### config.mk
export PLATFORM = sky130hd
export DESIGN_NAME = vec_store_buffer
export DESIGN_NICKNAME = d
export VERILOG_FILES = /design/src/rtl/vec_store_buffer.sv
export SDC_FILE = /design/constraint.sdc
export NUM_CORES = 1
export LEC_CHECK = 0
export CAP_MARGIN = 20
export CORE_UTILIZATION = 61
export CTS_CLUSTER_SIZE = 10
export DETAILED_ROUTE_END_ITERATION = 12
export MAX_ROUTING_LAYER = met4
export PLACE_DENSITY = 0.91
export SLEW_MARGIN = 15
export SYNTH_ARGS = -nofsm -noshare
export SYNTH_HDL_FRONTEND = slang
export SYNTH_SLANG_ARGS = --single-unit
### constraint.sdc
create_clock -name clk -period 16.4 [get_ports clk]
set_input_delay 1.64 -clock clk [delete_from_list [all_inputs] [get_ports clk]]
set_output_delay 1.64 -clock clk [all_outputs]
set_load 0.01 [all_outputs]
### src/rtl/vec_store_buffer.sv
// Store buffer between core data port and single-port data memory.
// Holds scalar/vector stores, drains one word per handshake in order.
module vec_store_buffer #(
  parameter int DEPTH = 4,
  parameter int PTR_W = 2
) (
  input  logic        clk,
  input  logic        reset,
  input  logic        MemWrite,
  input  logic        VecStore,
  input  logic        MemRead,
  input  logic [31:0] ALUResult,
  input  logic [31:0] WriteData,
  input  logic [31:0] VecWriteData_0,
  input  logic [31:0] VecWriteData_1,
  input  logic [31:0] VecWriteData_2,
  input  logic [31:0] VecWriteData_3,
  input  logic [31:0] VecWriteData_4,
  output logic        stall,
  output logic        busy,
  output logic        mem_valid,
  output logic [31:0] mem_addr,
  output logic [31:0] mem_wdata,
  input  logic        mem_ready
);

  typedef struct packed {
    logic [29:0]      addr;
    logic             vec;
    logic [4:0][31:0] data;
  } entry_t;

  localparam logic [PTR_W:0] CNT_MAX = (PTR_W+1)'(DEPTH);

  entry_t           buf_q [DEPTH];
  logic [PTR_W-1:0] wr_ptr;
  logic [PTR_W-1:0] rd_ptr;
  logic [PTR_W:0]   count;
  logic [2:0]       widx;

  entry_t head;
  logic   full;
  logic   enq;
  logic   deq;
  logic   last;
  logic   pop;
  logic   unused;

  // Byte offset is dropped: all traffic is word-aligned.
  assign unused = ^ALUResult[1:0];

  assign head = buf_q[rd_ptr];
  assign full = (count == CNT_MAX);
  assign busy = (count != '0);
  assign stall = (MemWrite & full) |
                 (MemRead & ~MemWrite & busy);

  assign enq = MemWrite & ~full;
  assign mem_valid = busy;
  assign deq = mem_valid & mem_ready;
  assign last = head.vec ? (widx == 3'd4) : 1'b1;
  assign pop = deq & last;

  // Adding in the 30-bit word domain wraps past the top of memory.
  assign mem_addr = {head.addr + {27'b0, widx}, 2'b00};
  assign mem_wdata = head.data[widx];

  always_ff @(posedge clk) begin
    if (reset) begin
      wr_ptr <= '0;
      rd_ptr <= '0;
      count  <= '0;
      widx   <= '0;
    end else begin
      if (enq) wr_ptr <= wr_ptr + 1'b1;
      if (pop) rd_ptr <= rd_ptr + 1'b1;
      if (deq) widx <= last ? 3'd0 : widx + 3'd1;
      unique case ({enq, pop})
        2'b10:   count <= count + 1'b1;
        2'b01:   count <= count - 1'b1;
        default: count <= count;
      endcase
    end
  end

  always_ff @(posedge clk) begin
    if (enq) begin
      buf_q[wr_ptr].addr    <= ALUResult[31:2];
      buf_q[wr_ptr].vec     <= VecStore;
      buf_q[wr_ptr].data[0] <= VecStore ? VecWriteData_0
                                        : WriteData;
      buf_q[wr_ptr].data[1] <= VecWriteData_1;
      buf_q[wr_ptr].data[2] <= VecWriteData_2;
      buf_q[wr_ptr].data[3] <= VecWriteData_3;
      buf_q[wr_ptr].data[4] <= VecWriteData_4;
    end
  end

endmodule

==> flow_metrics.tcl <==
set metrics [dict create \
    grt.overflow.total 0 \
    p_sw_frac 0.249 \
    worstSetupEndpointType "output port" \
    ctsResizeCount 0 \
    regArea_um2 23200 \
    clkPwrFrac 0.333 \
    syn-cell-area_um2 30400 \
    track_usage 0.281 \
    gp_congestion 0.814 \
    routed_wl_um 67400 \
    netSwitchingPower_mw 1.25 \
    status "finished clean" \
    leakage_nw 11.5 \
    final_nets 1946 \
    drc_errors 0 \
    cts_root_buffer "clkbuf_16" \
    fin_worst_skew_ps 16.8 \
    synth_cells 1376 \
    hold_buffers 0 \
    fp-row-count 81 \
    yosys.area_share.xor_xnor 0.0101 \
    max_stage_delay_ps 800 \
    maxSlewHeadroom 0.287 \
    firstDrtPassIters 5 \
    syn_to_final_growth_pct 19.4 \
    final.setup.tns_ps 0 \
    worstPathArrival_ps 4850 \
    fin_ws_ps 9910 \
    drtAntennaViolNets 0 \
    worst_slew_pin_slew_ps 1070 \
    grt_pass1_wl_um 99700 \
    start_kind "flip-flop" \
    synth_edf_count 764 \
    io_pins 297 \
    critPathKind "flip-flop to output port" \
    synth_adder_area_share 0.00543 \
    dr_total_vias 15300 \
    setup_viol_count_final 0 \
    ys_ff_latch 776 \
    seq_power_share 0.477 \
    path_max_fanout 119 \
    fmax_mhz 154 \
    period_share 0.396 \
    start_util 0.620 \
    drt_iter0_drc 1443 \
    grt_antenna_before_repair 8 \
    clock_latency_ps 620 \
    power_frac_comb 0.190 \
    portBuffers 292 \
    layout-drive-gt1-share 0.202 \
    cts_tree "done" \
    maxCapViolCount 0 \
    dp_hpwl_um 38100 \
    stdcell_count 2391 \
    ys_warn_count 0 \
    clockBufferDepth 3 \
    grt_setup_unrepaired "false" \
    slowest_stage "buf_4" \
    crit_chain "buf_12 -> buf_4 -> mux4_2 -> mux2i_1 -> nor2_1 -> a21oi_1 -> o22ai_1 -> clkdlybuf4s50_1" \
    worstHoldPathType "flip-flop to flip-flop" \
    die_y_um 225 \
    place_inst 2278 \
    cts-buffers-inserted 87 \
    async_flop_share 0 \
    yosys.area_share.simple 0.0181 \
    ys_types 46 \
    chipWidth_um 225 \
    synth_compound_area_frac 0.0143 \
    htree_levels 3 \
    maxSlewViolCount 0 \
    cts_sinks 776 \
    r2r_slack_ps 12530 \
    synth-seq-area-share 0.762 \
    synth.area.mux_share 0.175 \
    cts_setup_buffers 0 \
    dieArea_um2 50800 \
    clk_pin_slew_worst_paths_ps 60 \
    internal_power_mw 3.78 \
    core-area_um2 49100 \
    ys.flop_type "edfxtp_1" \
    required_ps 14760 \
    syn_avg_cell_area_um2 22.1 \
    synth_top_family_by_area "multiplexers" \
    avgRoutedWirePerCell_um 28.2 \
    fillers 2630 \
    grt_pass1_vias 16300 \
    powerDensity_nw_per_um2 138 \
    via_per_inst 6.40 \
    hold_viol 0 \
    peakVddDrop_v 0.000138 \
    period_minus_slack_ps 6490 \
    grt_max_degree 156 \
    pre_cts_slack_ps 10420 \
    multiInputGateArea_um2 6810 \
]
==> cell usage in the layout (no fill, tap or decap), types with 16 or more instances in the layout <==
cell type / n
mux2_2: 32
edfxtp_1: 764
a21oi_1: 39
xnor2_1: 27
nor2_1: 46
mux4_2: 184
clkdlybuf4s50_1: 291
o22ai_1: 32
nand2_1: 16
clkbuf_16: 90
mux2i_1: 64
==> flip-flops by register name, summed over array words and instances (netlist names), named ones only <==
name    count
buf_q     764
wr_ptr      2
count       3
rd_ptr      2
widx        3
==> area by class of cell <==
cell class | count | area share
inverters | 14 | 0.00145
repair buffers | 309 | 0.0849
clock buffers | 99 | 0.0629
diodes | 9 | 0.000620
multi-input cells | 516 | 0.188
flip-flops and latches | 776 | 0.639
well taps | 664 | 0.0229
clock inverters | 4 | 0.00103
==> layer usage <==
layer | share of wire | global-route usage | vias up
li1 | - | - | 6392
met1 | 0.36 | 0.349 | 7896
met2 | 0.52 | 0.459 | 862
met3 | 0.085 | 0.0630 | 160
met4 | 0.031 | 0.0970 | 0
met5 | 0 | - | -
==> synthesized netlist by cell type (2+ instances only) <==
cell / count / area [µm²]
or2_2: 2 / 12.5
nand4_4: 2 / 42.5
nor2_1: 47 / 176
mux4_2: 184 / 4140
or3_1: 2 / 12.5
mux2i_1: 64 / 641
clkbuf_1: 27 / 101
mux2_2: 32 / 360
buf_1: 9 / 33.8
nand4_1: 7 / 43.8
o21ai_0: 2 / 10.0
and2_1: 6 / 37.5
a21oi_1: 39 / 195
nand3_1: 9 / 45.0
buf_6: 3 / 33.8
xnor2_1: 27 / 236
inv_1: 13 / 48.8
edfxtp_1: 764 / 22900
nor4_4: 2 / 42.5
mux4_1: 7 / 184
o22ai_1: 32 / 200
ha_1: 10 / 125
dfxtp_1: 12 / 240
xor2_1: 8 / 70.1
fa_1: 2 / 40.0
nand2_1: 16 / 60.1
buf_4: 16 / 120
buf_2: 14 / 70.1
==> power groups by stage <==
stage	Combinational, mW	Clock (mW)	Sequential [mW]
floorplan	0.580	0	2.43
global placement	0.923	0	2.42
detailed placement	0.945	0	2.44
CTS	0.961	1.69	2.40
global route	1.01	1.76	2.41
finish	0.955	1.68	2.40
==> critical path: cells and delay by family (launching register included) <==
family / cells / cell delay [ps]
compound gates: 2 / 350
mux: 2 / 820
flops: 1 / 760
buf+inv: 3 / 2100
simple gates: 1 / 90
==> path summary, 6_finish.rpt <==
| path | start | to | depth (start not counted) |
|---|---|---|---|
| hold / removal | wr_ptr[1] | wr_ptr[1] | 2 |
| setup / recovery | flip-flop | mem_wdata[16] | 8 |
| hold reg to reg | wr_ptr[1] | wr_ptr[1] | 2 |
| setup reg to reg | count[0] | buf_q[0][71] | 5 |
==> through the flow <==
step / total power, mW / cell area (µm²) / utilization / hold slack, ps
6_report: 5.03 / 36300 / 0.740 / 505
5_1_grt: 5.18 / 36300 / 0.740 / 549
4_1_cts: 5.06 / 36300 / 0.740 / 509
3_5_place_dp: 3.38 / 34000 / 0.692 / 500
3_3_place_gp: 3.34 / 34000 / 0.692 / 481
2_1_floorplan: 3.01 / 30400 / - / 469
==> cell families after synthesis <==
family,after synthesis
adder cells (fa/ha/maj),12
other,1
XOR/XNOR,35
AO/OA/AOI/OAI,77
multiplexers,287
AND/OR/NAND/NOR,103
flip-flops,776
buffers and inverters,85
Power figures use the tool's default switching activity.
